===== src/rtl/mem_arb_pkg.sv =====
// mem_arbiter shared types.
// Arbiter FSM states, master index, master count.
package mem_arb_pkg;

  localparam int NUM_MASTERS = 2;

  typedef logic midx_t;

  typedef enum logic [1:0] {
    IDLE,
    SETUP,
    STROBE,
    HOLD
  } state_t;

endpackage


===== src/rtl/rr_arb2.sv =====
// Two-way round-robin picker.
// On contention the master not granted last time wins.
module rr_arb2
  import mem_arb_pkg::*;
(
  input  logic [1:0] req,
  input  midx_t      last,
  output midx_t      grant,
  output logic       valid
);

  always_comb begin
    valid = |req;
    grant = last;
    unique case (req)
      2'b01:   grant = 1'b0;
      2'b10:   grant = 1'b1;
      2'b11:   grant = ~last;
      default: grant = last;
    endcase
  end

endmodule


===== src/rtl/mem_arbiter.sv =====
// Two-master sequencer for the shared SRAM/VGA decoder port.
// Setup / strobe / hold phasing with registered active-low strobes.
module mem_arbiter #(
  parameter int STROBE_CYCLES = 1
) (
  input  logic        clk,
  input  logic        n_rst,
  input  logic        m0_req,
  input  logic        m1_req,
  input  logic        m0_we,
  input  logic        m1_we,
  input  logic [31:0] m0_addr,
  input  logic [31:0] m1_addr,
  input  logic [31:0] m0_wdata,
  input  logic [31:0] m1_wdata,
  output logic        m0_ack,
  output logic        m1_ack,
  output logic        err,
  output logic [31:0] rdata,
  output logic [31:0] mem_addr,
  output logic [31:0] mem_in,
  output logic        mem_n_we,
  output logic        mem_n_oe,
  input  logic [31:0] mem_out
);

  import mem_arb_pkg::*;

  localparam int CW =
    (STROBE_CYCLES > 1) ? $clog2(STROBE_CYCLES) : 1;

  state_t state_q, state_d;
  logic [CW-1:0] cnt_q;
  midx_t win_q, last_q, grant;
  logic gvalid, we_q, bad_q;
  logic [NUM_MASTERS-1:0] req;
  logic [31:0] sel_addr;

  assign req = {m1_req, m0_req};
  assign sel_addr = grant ? m1_addr : m0_addr;

  rr_arb2 u_rr (
    .req   (req),
    .last  (last_q),
    .grant (grant),
    .valid (gvalid)
  );

  always_ff @(posedge clk or negedge n_rst) begin
    if (!n_rst) state_q <= IDLE;
    else        state_q <= state_d;
  end

  always_comb begin
    state_d = state_q;
    unique case (state_q)
      IDLE:    if (gvalid) state_d = SETUP;
      SETUP:   state_d = bad_q ? HOLD : STROBE;
      STROBE:  if (cnt_q == '0) state_d = HOLD;
      HOLD:    state_d = IDLE;
      default: state_d = IDLE;
    endcase
  end

  always_ff @(posedge clk or negedge n_rst) begin
    if (!n_rst) begin
      mem_addr <= '0;
      mem_in   <= '0;
      rdata    <= '0;
      we_q     <= 1'b0;
      bad_q    <= 1'b0;
      win_q    <= 1'b0;
      last_q   <= 1'b1;
      cnt_q    <= '0;
    end else begin
      if (state_q == IDLE && gvalid) begin
        mem_addr <= sel_addr;
        mem_in   <= grant ? m1_wdata : m0_wdata;
        we_q     <= grant ? m1_we : m0_we;
        bad_q    <= sel_addr[1:0] != 2'b00;
        win_q    <= grant;
        last_q   <= grant;
      end
      if (state_q == SETUP)
        cnt_q <= CW'(STROBE_CYCLES - 1);
      if (state_q == STROBE) begin
        if (cnt_q != '0) cnt_q <= cnt_q - 1'b1;
        else if (!we_q)  rdata <= mem_out;
      end
    end
  end

  // Strobes are registered so they never glitch at the decoder.
  always_ff @(posedge clk or negedge n_rst) begin
    if (!n_rst) begin
      mem_n_we <= 1'b1;
      mem_n_oe <= 1'b1;
    end else begin
      mem_n_we <= !(state_d == STROBE && we_q);
      mem_n_oe <= !(state_d == STROBE && !we_q);
    end
  end

  assign m0_ack = (state_q == HOLD) && !win_q;
  assign m1_ack = (state_q == HOLD) && win_q;
  assign err    = (state_q == HOLD) && bad_q;

  a_strobe_excl: assert property (
    @(posedge clk) disable iff (!n_rst)
    mem_n_we || mem_n_oe);

  a_ack_onehot: assert property (
    @(posedge clk) disable iff (!n_rst)
    !(m0_ack && m1_ack));

  a_grant_req: assert property (
    @(posedge clk) disable iff (!n_rst)
    (state_q == IDLE && gvalid) |-> req[grant]);

endmodule


===== config.mk =====
export PLATFORM = sky130hd
export DESIGN_NAME = mem_arbiter
export DESIGN_NICKNAME = d
export VERILOG_FILES = /design/src/rtl/mem_arb_pkg.sv /design/src/rtl/rr_arb2.sv /design/src/rtl/mem_arbiter.sv
export SDC_FILE = /design/constraint.sdc
export NUM_CORES = 1
export LEC_CHECK = 0
export BUFFER_PORTS_ARGS = -buffer_cell sky130_fd_sc_hd__buf_4
export CAP_MARGIN = 30
export CORE_MARGIN = 3
export CORE_UTILIZATION = 48
export CTS_CLUSTER_DIAMETER = 120
export DETAILED_ROUTE_END_ITERATION = 16
export GPL_TIMING_DRIVEN = 0
export PLACE_DENSITY_LB_ADDON = 0.3
export SYNTH_ARGS = -nofsm -noshare
export SYNTH_HDL_FRONTEND = slang
export SYNTH_SLANG_ARGS = --single-unit

===== constraint.sdc =====
create_clock -name clk -period 5.2 [get_ports clk]
set_input_delay 0.52 -clock clk [delete_from_list [all_inputs] [get_ports clk]]
set_output_delay 0.52 -clock clk [all_outputs]
set_load 0.005 [all_outputs]

; ---- After elaboration in Yosys (flattened, before gate mapping)
; Index checks and enable logic that the tools add are counted.
[totals]
register_bits = 105
input_bits = 166
out_inout_bits = 101
wordCells = 47
[classes]
n_addsub = 1
n_eq_ne = 7
muxes = 11
n_bitwise = 3
n_reduce_logical = 14
[ops]
columns = cell, n
row1 = 32-bit 2-to-1 mux, 2
row2 = "2-bit == test, second input constant", 5
row3 = 2-bit one-hot mux with 4 select lines, 1
row4 = 1-bit logical AND, 6
row5 = 1-bit 2-to-1 mux, 5
row6 = "2-bit by 1-bit == test with 1-bit output, second input constant", 2
row7 = 1-bit zero test, 4
row8 = 2-bit 2-to-1 mux, 2
row9 = 1-bit NOT, 3
row10 = 1-bit one-hot mux with 3 select lines, 1
row11 = 3-bit AND reduction, 1
row12 = 2-bit zero test, 1
row13 = 2-bit nonzero test, 1
row14 = 2-bit OR reduction, 1
row15 = "1-bit subtractor, second input constant", 1

; ---- Longest topological paths before layout
[logic_depth]
ltp_word = 6
mapped_depth = 7

; ---- By module
; Synthesis repeated with hierarchy kept, for this count alone.
[hier_totals]
cells_unflattened = 392
area_unflattened_um2 = 4608.2
[by_module_without_submodules]
columns = module, n_inst, cells_per_inst, area_each_um2
row1 = mem_arbiter, 1, 389, 4588.2
row2 = rr_arb2, 1, 3, 20.0

; ---- Least setup slack after synthesis
; No wires, ideal clock.
[synth_path]
path_kind = flip-flop to flip-flop
from = reg state_q[0]
to = reg rdata[11]
arrival_time_ns = 1.517
t_required_ns = 5.075
slack_ns = 3.558
path_stages_with_launch = 8
path_buffers = 2
cell_sequence = dfrtp_1 inv_1 ha_1 nor2b_1 and2b_1 buf_6 buf_6 mux2_2
[synth_via]
elab_chain_cells = 2
[synth_lines]
columns = item, line
row1 = from (decl), mem_arbiter.sv:32  ; state_t state_q, state_d;
row2 = from (signal assigned), mem_arbiter.sv:51  ; else state_q <= state_d;
row3 = 2-bit == test, mem_arbiter.sv:86  ; if (state_q == STROBE) begin
row4 = 3-bit AND reduction (no source line), --
row5 = to (signal assigned), mem_arbiter.sv:88  ; else if (!we_q) rdata <= mem_out;
row6 = to (decl), mem_arbiter.sv:19  ; output logic [31:0] rdata,
; No other way between the ends.
; A chain may end at the register's enable or synchronous reset.

; ---- Worst setup path after layout
[layout_path]
from = reg state_q[0]
to = reg rdata[19]
; The elaborated chain is that of the path after synthesis.

==> impl_results.md <==
* Global-route wire length before repair at 24,800 um
* RSZ-0062 raised after global routing: no
* Peak supply drop at 0.283 mV
* Number of endpoints with negative hold slack in the final report at 0
* Number of cells on the worst reg-to-reg path at 7
* Highest Clock Rate at 532 MHz
* Most common cell type on the critical path: buf_6
* Largest fanout on the critical path at 10
* Final-layout fill cell count at 708
* Worst-case clock skew at 0.0165 ns
* Final setup slack of the worst path at 3.32 ns
* Post-Synthesis Net Count at 648
* Via count of the first global-routing pass at 4,898
* Width of the die at 106 um
* Pin slew with the least headroom to its limit at 0.544 ns
* Final period demand of the worst path at 1.88 ns
* Routed WL at 16,000 um
* Total number of clock tree sinks at 105
* Count of routing violations after the opening detailed-route iteration at 283
* Critical-path cell with the highest stage delay: dfrtp_1
* Category of the most critical setup path: reg -> reg
* Synth Area per Inst at 10.0 um^2
* Die extent in y at 106 um
* Setup Fix Bufs, Post-CTS at 0
* Number of buffer cells added on primary ports at 266
* Cell accounting for the most synthesized area: dfrtp_1
* Inserted Diodes at 0
* Path category of the worst min-delay check: in -> async
* Count of state elements after synthesis at 105
* Cell-by-cell listing of the critical path: inv_1 -> ha_1 -> nor2b_1 -> and2b_1 -> buf_6 -> buf_6 -> mux2_2
* Final worst path period share at 36.1%
* Synth top cells by count: 102 x dfrtp_1, 67 x nor2_1, 66 x a31oi_1, 64 x nand3_1, 39 x o21ai_1
* Pin count of the biggest net entering global routing at 67
* Share of flip-flops with an asynchronous set or reset at 100%
* Detail Route Antenna Nets at 0
* Setup TNS at 0 ns
* Die area at 0.0112 mm^2
* Number of max-slew violations in the final report at 0
* Fraction of layout cells with a size suffix above 1 at 45.8%
* Final weighted congestion of routability-driven global placement at 0.831
* Grt ovf at 0
* Clk slew on worst S/H paths at 0.11 ns
* Distinct cells, synth at 30
* Most instantiated flip-flop cell in the synthesis netlist: dfrtp_1
* Core Util, Final at 75.8%
* Wire length per cell at 18.0 um
* Leakage dissipation at 3.40 nW
* Via count at 4,850
* Fraction of post-synthesis cell area in the top cell type by area at 53.3%
* CTS tree: yes
* TritonRoute pass-1 iters at 4
* Resized cells post-CTS at 0
* CTS H-tree lvls at 3
* Clock latency reported for the late side of the worst-skew pair at 0.35 ns
* Power Dens Cells at 552 mW/mm^2
* Final routed DRC violation total at 0
* Total routing usage reported by global routing at 28.0%
* Layout net count at 926
* Synthesis-to-layout area growth at 49.8%
* Clk buf depth at 2
* I/O pin count at 267
* Number of warning messages in the yosys log at 0
* Max cap viols at 0
* Crit path DAT at 2.10 ns
* Count of flip-flops with a built-in enable after synthesis at 0
* Proportion of synthesized chip area in sequential cells at 55.0%
* Final number of setup-violating endpoints at 0
* Tightest slew margin relative to the limit at 63.8%
* Synth area leaders: dfrtp_1 53%, a31oi_1 8.6%, nand3_1 6.7%
* Number of standard cells after synthesis at 477
* Clock tree root driver cell: clkbuf_8
* Clock buffers created by TritonCTS at 9
* Total core area at 0.00946 mm^2
* Family with the most delay on the worst path: flip-flops
* Design Power at 0.00396 W
* Required time of the worst setup path at 5.43 ns
* Number of buffer and inverter instances along the worst setup path at 3
* Netlist Area Pre-Place at 0.00478 mm^2
* Kind of start point of the critical path: flop
* Number of hold buffers added after cts at 0
* Capturing element type of the critical path: flop
* Via density at 5.46
* Largest incremental delay on the critical path at 0.45 ns
* Critical Path Stages at 7
* HPWL after DPL at 12,600 um
* Library cell with the highest instance count after synthesis: dfrtp_1
* Initial Utilization at 50.6%
* Row count at 35
* Result of the run: finished, final reports clean
* Number of antenna violations at the first check in global routing at 0
* Minimum setup slack after placement at 3.34 ns
[cells by family (layout without fill, tap and decap cells)]
| group | count (synthesis) | count (layout) | share of synthesized area (%) |
|---|---|---|---|
| AOI/OAI and AO/OA | 135 | 135 | 16.1 |
| adders and majority gates | 5 | 5 | 1.31 |
| buffers and inverters | 51 | 334 | 5.65 |
| DFF | 105 | 105 | 55.0 |
| muxes | 32 | 32 | 7.53 |
| and+or+nand+nor | 149 | 149 | 14.4 |
[final cells by class]
cell class	instances	area [um^2]	share of cell area [%]
multi-input combinational	321	1880	26.3
inverter	4	15.0	0.209
sequential	105	2630	36.7
clock inverter	7	75.1	1.05
clock buffer	9	124	1.73
tap	129	161	2.25
buffer	47	255	3.56
timing repair buffer	267	2020	28.2
[stage by stage]
stage	instance area (um^2)	hold slack [ns]	cells
CTS	7170	0.149	889
detailed placement	6970	0.477	873
global route	7170	0.162	889
floorplan	4780	0.224	477
global placement	6940	0.471	872
finish	7170	0.136	889
[sequential cells by signal (all words and copies together) (netlist names)]
signal    cells
last_q        1
rdata        32
state_q       2
mem_in       32
win_q         1
mem_n_we      1
cnt_q         1
we_q          1
bad_q         1
mem_n_oe      1
mem_addr     32
[where the power goes]
part | leakage (nW) | switching (W) | internal, W
sequential | 1.19 | 0.000236 | 0.00124
clock | 0.104 | 0.000286 | 0.000228
combinational | 2.10 | 0.000935 | 0.00103
total | 3.40 | 0.00146 | 0.00250
[per-layer routing]
metal  routed length, um  vias up  global-route usage, %
met5                   0        -                      0
met4                 279        0                   8.14
met3                1400       22                   7.72
met2                8390      242                   49.7
met1                5900     2315                   33.1
li1                    -     2271                      -
[cell usage in the layout (no fill, tap or decap), drive strengths merged, types with 2 or more instances in the layout]
| cell type | instances |
|---|---|
| a31oi | 66 |
| inv | 7 |
| mux2 | 32 |
| o21ai | 64 |
| and2 | 4 |
| dfrtp | 102 |
| clkbuf | 17 |
| clkinv | 3 |
| nand2b | 2 |
| nand3 | 64 |
| ha | 5 |
| dfstp | 3 |
| buf | 306 |
| nand2 | 3 |
| nor2b | 4 |
| nor2 | 67 |
[worst paths after layout]
kind,startpoint,endpoint,slack [ns]
min in group clk,mem_out[31],rdata[31],0.38
max in group asynchronous,n_rst,last_q,4.31
hold / removal,n_rst,mem_in[19],0.14
hold reg to reg,we_q,mem_n_we,0.48
setup / recovery,state_q[0],rdata[19],3.32
setup reg to reg,state_q[0],rdata[19],3.32
Note: power is estimated with default switching activity, not from simulation.
